`config.mk`:
```
export PLATFORM = sky130hd
export DESIGN_NAME = dsp_rdata_ordered
export DESIGN_NICKNAME = d
export VERILOG_FILES = /design/src/rtl/dsp_pkg.sv /design/src/rtl/dsp_r_skid_buf.sv /design/src/rtl/dsp_sync_fifo.sv /design/src/rtl/dsp_rdata_ordered.sv
export SDC_FILE = /design/constraint.sdc
export NUM_CORES = 2
export LEC_CHECK = 0
export BUFFER_PORTS_ARGS = -buffer_cell sky130_fd_sc_hd__buf_2
export CORE_MARGIN = 5
export CORE_UTILIZATION = 30
export DETAILED_ROUTE_END_ITERATION = 8
export MAX_ROUTING_LAYER = met4
export PLACE_DENSITY = 0.55
export RECOVER_POWER = 100
export SYNTH_ARGS = -nofsm -noshare
export SYNTH_HDL_FRONTEND = slang
export SYNTH_SLANG_ARGS = --single-unit
```
`constraint.sdc`:
```
create_clock -name ACLK_i -period 5.15 [get_ports ACLK_i]
set_input_delay 0.515 -clock ACLK_i [delete_from_list [all_inputs] [get_ports ACLK_i]]
set_output_delay 0.515 -clock ACLK_i [all_outputs]
set_load 0.1 [all_outputs]
```
`src/rtl/dsp_pkg.sv`:
```
// Shared constants and types for the read-data dispatch path.
// Beat records are packed {RID, RDATA, RRESP, RLAST}, so RLAST is always bit 0.
package dsp_pkg;

   localparam int DSP_TRANS_MST_ID_W = 5;
   localparam int DSP_DATA_WIDTH     = 32;
   localparam int DSP_TRANS_RESP_W   = 2;
   localparam int DATA_INFO_W        = DSP_TRANS_MST_ID_W + DSP_DATA_WIDTH + DSP_TRANS_RESP_W + 1;

   typedef enum logic [1:0] {
      SKID_EMPTY = 2'd0,
      SKID_ONE   = 2'd1,
      SKID_TWO   = 2'd2
   } skid_state_t;

   function automatic int dsp_slv_id_w(input int slv_amt);
      return (slv_amt > 1) ? $clog2(slv_amt) : 1;
   endfunction

endpackage

```
`src/rtl/dsp_r_skid_buf.sv`:
```
// Two-entry valid/ready register slice; s_rdy is registered state only (no path from m_rdy).
// Built only when DSP_R_OUT_REG_EN is defined; adds one cycle of latency at full throughput.
`ifdef DSP_R_OUT_REG_EN
module dsp_r_skid_buf
   import dsp_pkg::*;
#(
   parameter int WIDTH = 8
) (
   input  logic             clk,
   input  logic             rst,
   input  logic             s_vld,
   output logic             s_rdy,
   input  logic [WIDTH-1:0] s_dat,
   output logic             m_vld,
   input  logic             m_rdy,
   output logic [WIDTH-1:0] m_dat
);

   skid_state_t      state;
   skid_state_t      state_nxt;
   logic [WIDTH-1:0] dat0;
   logic [WIDTH-1:0] dat1;
   logic             push;
   logic             pop;
   logic             ld0_in;
   logic             ld0_from1;
   logic             ld1_in;

   always_ff @(posedge clk or posedge rst) begin
      if (rst) state <= SKID_EMPTY;
      else     state <= state_nxt;
   end

   always_comb begin
      state_nxt = state;
      s_rdy     = (state != SKID_TWO);
      m_vld     = (state != SKID_EMPTY);
      push      = s_vld & s_rdy;
      pop       = m_vld & m_rdy;
      ld0_in    = 1'b0;
      ld0_from1 = 1'b0;
      ld1_in    = 1'b0;
      case (state)
         SKID_EMPTY: begin
            if (push) begin
               state_nxt = SKID_ONE;
               ld0_in    = 1'b1;
            end
         end
         SKID_ONE: begin
            if (push && pop) begin
               ld0_in = 1'b1;
            end else if (push) begin
               state_nxt = SKID_TWO;
               ld1_in    = 1'b1;
            end else if (pop) begin
               state_nxt = SKID_EMPTY;
            end
         end
         SKID_TWO: begin
            if (pop) begin
               state_nxt = SKID_ONE;
               ld0_from1 = 1'b1;
            end
         end
         default: state_nxt = SKID_EMPTY;
      endcase
   end

   always_ff @(posedge clk or posedge rst) begin
      if (rst) begin
         dat0 <= '0;
         dat1 <= '0;
      end else begin
         if (ld0_in)         dat0 <= s_dat;
         else if (ld0_from1) dat0 <= dat1;
         if (ld1_in)         dat1 <= s_dat;
      end
   end

   assign m_dat = m_vld ? dat0 : '0;

endmodule
`endif

```
`src/rtl/dsp_sync_fifo.sv`:
```
// Synchronous FIFO with fall-through read data; no bypass, so a write is readable the next cycle.
// A write while full is accepted only when a read frees the slot in the same cycle.
module dsp_sync_fifo #(
   parameter int WIDTH = 8,
   parameter int DEPTH = 4
) (
   input  logic             clk,
   input  logic             rst,
   input  logic             wr_en,
   input  logic [WIDTH-1:0] wr_dat,
   input  logic             rd_en,
   output logic [WIDTH-1:0] rd_dat,
   output logic             full,
   output logic             empty
);

   localparam int          AW      = $clog2(DEPTH);
   localparam logic [AW:0] PTR_ONE = (AW+1)'(1);

   logic [WIDTH-1:0] mem [DEPTH];
   logic [AW:0]      wr_ptr;
   logic [AW:0]      rd_ptr;
   logic             do_wr;
   logic             do_rd;

   // Extra pointer MSB distinguishes full from empty when the indices meet.
   assign empty  = (wr_ptr == rd_ptr);
   assign full   = (wr_ptr[AW] != rd_ptr[AW]) && (wr_ptr[AW-1:0] == rd_ptr[AW-1:0]);
   assign do_rd  = rd_en & ~empty;
   assign do_wr  = wr_en & (~full | do_rd);
   assign rd_dat = mem[rd_ptr[AW-1:0]];

   always_ff @(posedge clk or posedge rst) begin
      if (rst) begin
         wr_ptr <= '0;
         rd_ptr <= '0;
      end else begin
         if (do_wr) wr_ptr <= wr_ptr + PTR_ONE;
         if (do_rd) rd_ptr <= rd_ptr + PTR_ONE;
      end
   end

   always_ff @(posedge clk) begin
      if (do_wr) mem[wr_ptr[AW-1:0]] <= wr_dat;
   end

endmodule

```
`src/rtl/dsp_rdata_ordered.sv`:
```
// Per-slave R beat buffers drained to the master in AR-issue order; a burst retires on its RLAST beat.
// Beat visible at N+1 (N+2 with DSP_R_OUT_REG_EN, which adds an output skid buffer); slaves stall on FIFO full.
module dsp_rdata_ordered
   import dsp_pkg::*;
#(
   parameter  int SLV_AMT         = 4,
   parameter  int DATA_WIDTH      = DSP_DATA_WIDTH,
   parameter  int TRANS_MST_ID_W  = DSP_TRANS_MST_ID_W,
   parameter  int TRANS_RESP_W    = DSP_TRANS_RESP_W,
   parameter  int DSP_RDATA_DEPTH = 16,
   parameter  int OUTST_DEPTH     = 8,
   localparam int SLV_ID_W        = dsp_slv_id_w(SLV_AMT),
   localparam int CNT_W           = $clog2(OUTST_DEPTH + 1)
) (
   input  logic                               ACLK_i,
   input  logic                               ARESET_i,
   input  logic                               ar_push_i,
   input  logic [SLV_ID_W-1:0]                ar_slv_id_i,
   output logic                               ar_ord_full_o,
   output logic [CNT_W-1:0]                   ar_outst_cnt_o,
   input  logic [TRANS_MST_ID_W*SLV_AMT-1:0]  sa_RID_i,
   input  logic [DATA_WIDTH*SLV_AMT-1:0]      sa_RDATA_i,
   input  logic [TRANS_RESP_W*SLV_AMT-1:0]    sa_RRESP_i,
   input  logic [SLV_AMT-1:0]                 sa_RLAST_i,
   input  logic [SLV_AMT-1:0]                 sa_RVALID_i,
   output logic [SLV_AMT-1:0]                 sa_RREADY_o,
   output logic [TRANS_MST_ID_W-1:0]          m_RID_o,
   output logic [DATA_WIDTH-1:0]              m_RDATA_o,
   output logic [TRANS_RESP_W-1:0]            m_RRESP_o,
   output logic                               m_RLAST_o,
   output logic                               m_RVALID_o,
   input  logic                               m_RREADY_i
);

   localparam int               DINFO_W = TRANS_MST_ID_W + DATA_WIDTH + TRANS_RESP_W + 1;
   localparam logic [CNT_W-1:0] CNT_ONE = CNT_W'(1);

   logic [DINFO_W-1:0]  beat_wr [SLV_AMT];
   logic [DINFO_W-1:0]  beat_rd [SLV_AMT];
   logic [SLV_AMT-1:0]  beat_wr_en;
   logic [SLV_AMT-1:0]  beat_rd_en;
   logic [SLV_AMT-1:0]  beat_full;
   logic [SLV_AMT-1:0]  beat_empty;

   logic [SLV_ID_W-1:0] ord_head;
   logic                ord_full;
   logic                ord_empty;
   logic                ord_push;
   logic                ord_pop;
   logic [CNT_W-1:0]    outst_cnt;

   logic [DINFO_W-1:0]  head_dat;
   logic                head_has;
   logic                src_vld;
   logic                src_rdy;
   logic                src_hs;
   logic                out_vld;
   logic [DINFO_W-1:0]  out_dat;

   for (genvar k = 0; k < SLV_AMT; k++) begin : g_slv
      assign beat_wr[k] = {sa_RID_i[k*TRANS_MST_ID_W +: TRANS_MST_ID_W],
                           sa_RDATA_i[k*DATA_WIDTH +: DATA_WIDTH],
                           sa_RRESP_i[k*TRANS_RESP_W +: TRANS_RESP_W],
                           sa_RLAST_i[k]};
      // Ready depends only on local fullness: a full FIFO never accepts even if it is read this cycle.
      assign sa_RREADY_o[k] = ~beat_full[k] & ~ARESET_i;
      assign beat_wr_en[k]  = sa_RVALID_i[k] & sa_RREADY_o[k];

      dsp_sync_fifo #(
         .WIDTH (DINFO_W),
         .DEPTH (DSP_RDATA_DEPTH)
      ) u_beat_fifo (
         .clk    (ACLK_i),
         .rst    (ARESET_i),
         .wr_en  (beat_wr_en[k]),
         .wr_dat (beat_wr[k]),
         .rd_en  (beat_rd_en[k]),
         .rd_dat (beat_rd[k]),
         .full   (beat_full[k]),
         .empty  (beat_empty[k])
      );
   end

   dsp_sync_fifo #(
      .WIDTH (SLV_ID_W),
      .DEPTH (OUTST_DEPTH)
   ) u_ord_fifo (
      .clk    (ACLK_i),
      .rst    (ARESET_i),
      .wr_en  (ord_push),
      .wr_dat (ar_slv_id_i),
      .rd_en  (ord_pop),
      .rd_dat (ord_head),
      .full   (ord_full),
      .empty  (ord_empty)
   );

   always_comb begin
      head_dat = '0;
      head_has = 1'b0;
      for (int k = 0; k < SLV_AMT; k++) begin
         if (ord_head == SLV_ID_W'(k)) begin
            head_dat = beat_rd[k];
            head_has = ~beat_empty[k];
         end
      end
   end

   assign src_vld  = ~ord_empty & head_has;
   assign src_hs   = src_vld & src_rdy;
   assign ord_pop  = src_hs & head_dat[0];
   assign ord_push = ar_push_i & (~ord_full | ord_pop);

   always_comb begin
      beat_rd_en = '0;
      for (int k = 0; k < SLV_AMT; k++) begin
         beat_rd_en[k] = src_hs & (ord_head == SLV_ID_W'(k));
      end
   end

   always_ff @(posedge ACLK_i or posedge ARESET_i) begin
      if (ARESET_i)                 outst_cnt <= '0;
      else if (ord_push & ~ord_pop) outst_cnt <= outst_cnt + CNT_ONE;
      else if (ord_pop & ~ord_push) outst_cnt <= outst_cnt - CNT_ONE;
   end

   assign ar_ord_full_o  = ord_full;
   assign ar_outst_cnt_o = outst_cnt;

`ifdef DSP_R_OUT_REG_EN
   dsp_r_skid_buf #(
      .WIDTH (DINFO_W)
   ) u_out_skid (
      .clk   (ACLK_i),
      .rst   (ARESET_i),
      .s_vld (src_vld),
      .s_rdy (src_rdy),
      .s_dat (head_dat),
      .m_vld (out_vld),
      .m_rdy (m_RREADY_i),
      .m_dat (out_dat)
   );
`else
   assign src_rdy = m_RREADY_i;
   assign out_vld = src_vld;
   assign out_dat = src_vld ? head_dat : '0;
`endif

   assign m_RVALID_o = out_vld;
   assign {m_RID_o, m_RDATA_o, m_RRESP_o, m_RLAST_o} = out_dat;

endmodule

```
==> flow_summary.ini <==
[outcome]
outcome = finished, violations left
violations = max-capacitance violations, max-slew violations

[power]
cellLeakagePower_nw = 36.6
cellPowerDensity_nw_per_um2 = 612
peakVddDrop_v = 0.000890

[critical_path]
endpoint_kind = primary output
start_kind = register
path_max_fanout = 12
worstPathRequired_ps = 4640
critical_path_class = register to primary output
crit_arrival_ps = 4520

[layout]
final_core_util = 0.355
fin_area_sq_um = 119000
areaGrowthSynthToFinish_pct = 18.0
nFillCells = 31000
layout-drive-gt1-share = 0.291
fin_nets = 5004
final_cells = 9577

[timing]
hold_violations = 0
setup_slack_ps = 113
hold_slack_ps = 113
fmax_mhz = 199
slew_violations = 595
finClkSkew_ps = 47.3
rsz0062_at_grt = false
setup_violations = 0
fin_crit_sh = 0.978
fin_crit_ps = 5040
worst_pin_slew_ps = 2330
slew_headroom = -0.553

[floorplanning]
start_util = 0.301
rows = 213
dieWidth_um = 591
die_h_um = 591
die-area_sq_um = 349000
fp.coreArea_sq_um = 336000
top_level_ports = 220

[drt]
firstDrtPassIters = 5
antenna_violating_nets_post_route = 0
wl_mm = 272
drt_iter0_markers = 4689
dr_total_vias = 47300
drc = 0
vias_per_cell = 4.94
wl_per_cell_um = 28.4

[placed_design]
io_buffers = 219
post-place-ws_ps = 241
placed_area_sq_um = 110000
dp_cells = 8867
place_congestion = 0.847
detailed_place_hpwl_mm = 163

[synth]
syn-cell-area_sq_um = 101000
synth_seq_cells = 2628
synthesis.nets = 4348
synth_top_area_share = 0.765
ys_warn_count = 0
avgSynthCellArea_sq_um = 24.4
yosys.area.top_type = edfxtp_1
synthArstFlopShare = 0.0198
synth.distinct_cells = 56
synth-edff-count = 2576
synth.area.top_cells = edfxtp_1 (76%), mux4_2 (18%), dfrtp_1 (1.3%)
synth_flop_cell = edfxtp_1
seq_area_frac_synth = 0.777
synthCells = 4152

[global_routing]
grt_pass1_vias = 48800
overflow = 0
gr-usage-met2 = 0.245
grt_pass1_wl_mm = 382
grt_max_degree = 103
grt_usage = 0.157
use_met3 = 0.0283
top_usage_layer = met2
met1_usage = 0.208
antenna_found_initial = 78

[cts]
numCtsBuffers = 285
clk_path_buf_depth = 4
cts_root_buf = clkbuf_16
worst_skew_pair.late_latency_ps = 890
cts_tree = done
cts_sinks = 2628
clk_pin_slew_ps = 60
cts-htree-levels = 5

[min_path]
holdCritPathClass = primary input to register

[flow_run]
maxCapViolCount = 32
synthesized netlist by cell type (all sizes together), types with 15 or more instances:
cell type / n
edfxtp: 2576
dfrtp: 52
buf: 121
clkbuf: 108
inv: 15
xnor2: 38
nand2: 38
mux4: 800
ha: 25
mux2i: 46
nor3: 29
xor2: 27
a211oi: 74
and2: 36
nor2: 58
cell families after synthesis:
logic type                 synth area share
DFF                                   0.777
muxes                                 0.184
buffers and inverters                0.0103
and+or+nand+nor                      0.0105
AOI/OAI and AO/OA                   0.00924
xor gates and xnor gates            0.00563
adders and majority gates           0.00329
where the power goes:
| part | total, mW | switching, mW | leakage (nW) | internal (mW) |
|---|---|---|---|---|
| Clock | 19.6 | 8.30 | 4.32 | 11.3 |
| Sequential | 25.8 | 0.959 | 23.8 | 24.8 |
| Combinational | 27.7 | 17.9 | 8.41 | 9.86 |
flip-flops by register name, summed over array words and instances (netlist names):
name,count
u_ord_fifo.rd_ptr,4
u_ord_fifo.mem,16
g_slv.u_beat_fifo.mem,2560
ar_outst_cnt_o,4
g_slv.u_beat_fifo.wr_ptr,20
u_ord_fifo.wr_ptr,4
g_slv.u_beat_fifo.rd_ptr,20
cells in the final DEF, fill, tap and decap left out, types with 7 or more instances in the layout:
master	n
diode_2	37
clkinv_2	39
and2_1	24
clkbuf_2	48
buf_4	93
o21ai_0	10
nor2_1	42
clkbuf_16	292
nand2b_1	11
nand3_1	7
inv_1	13
a211oi_1	62
dlygate4sd3_1	164
xnor2_1	38
edfxtp_1	2576
bufinv_16	16
xor2_1	27
nor2_4	12
dfrtp_4	12
nand4_1	12
clkbuf_4	31
and2_0	12
buf_2	25
nor3_1	28
o22ai_1	9
ha_1	25
mux4_2	800
clkinv_8	9
buf_12	29
clkinv_1	56
mux2i_1	45
clkbuf_1	278
dfrtp_1	36
nand2_1	38
worst paths after layout:
path / start / to / slack, ps / depth (start not counted)
setup / recovery: u_ord_fifo.rd_ptr[1]$_DFFE_PP0P_ / m_RRESP_o[1] / 110 / 9
setup reg to reg: g_slv[3].u_beat_fifo.rd_ptr[1]$_DFFE_PP0P_ / g_slv[3].u_beat_fifo.mem[13][4]$_DFFE_PP_ / 170 / 7
max in group asynchronous: ARESET_i / g_slv[1].u_beat_fifo.rd_ptr[0]$_DFFE_PP0P_ / 1090 / 4
min in group asynchronous: ARESET_i / g_slv[2].u_beat_fifo.rd_ptr[3]$_DFFE_PP0P_ / 970 / 3
hold / removal: ar_push_i / u_ord_fifo.wr_ptr[1]$_DFFE_PP0P_ / 110 / 3
hold reg to reg: g_slv[3].u_beat_fifo.rd_ptr[4]$_DFFE_PP0P_ / g_slv[3].u_beat_fifo.rd_ptr[4]$_DFFE_PP0P_ / 490 / 1
per-stage QoR:
stage / total power [mW] / TNS (ps)
2_1_floorplan: 42.3 / -270770
3_3_place_gp: 54.0 / 0
3_5_place_dp: 54.1 / 0
4_1_cts: 74.4 / 0
5_1_grt: 75.7 / 0
6_report: 73.1 / 0
per-layer routing:
metal / part of all wire / wire [um]
met5: 0 / 0
met1: 0.42 / 115000
met3: 0.057 / 15600
met2: 0.48 / 131000
met4: 0.041 / 11000
worst max-delay path, cell delays in order (launching register included):
cell and delay [ps]:
dfrtp_1 650, mux4_2 580, mux2i_1 250, buf_12 170, nor3b_1 90, o21ai_2 220, o211ai_4 250, clkbuf_4 310
a211oi_1 610, clkbuf_4 490
layout make-up:
class	count	area, sq um	share of cell area
Inverter	15	57.6	0.000482
Clock buffer	366	7580	0.0635
Sequential cell	2628	78700	0.659
Timing Repair Buffer	598	4350	0.0364
Multi-Input combinational cell	1280	21700	0.182
Tap cell	4515	5650	0.0473
Clock inverter	138	1290	0.0108
Antenna cell	37	92.6	0.000775
repair_timing:
| action | in CTS | in global routing |
|---|---|---|
| endpoints found under the hold margin | 2597 | 0 |
| gates resized for setup | 34 | 1 |
| setup endpoints to repair | 25 | 1 |
| hold buffers | 164 | 0 |
| setup buffers | 5 | 0 |
Note: power is estimated with default switching activity, not from simulation.
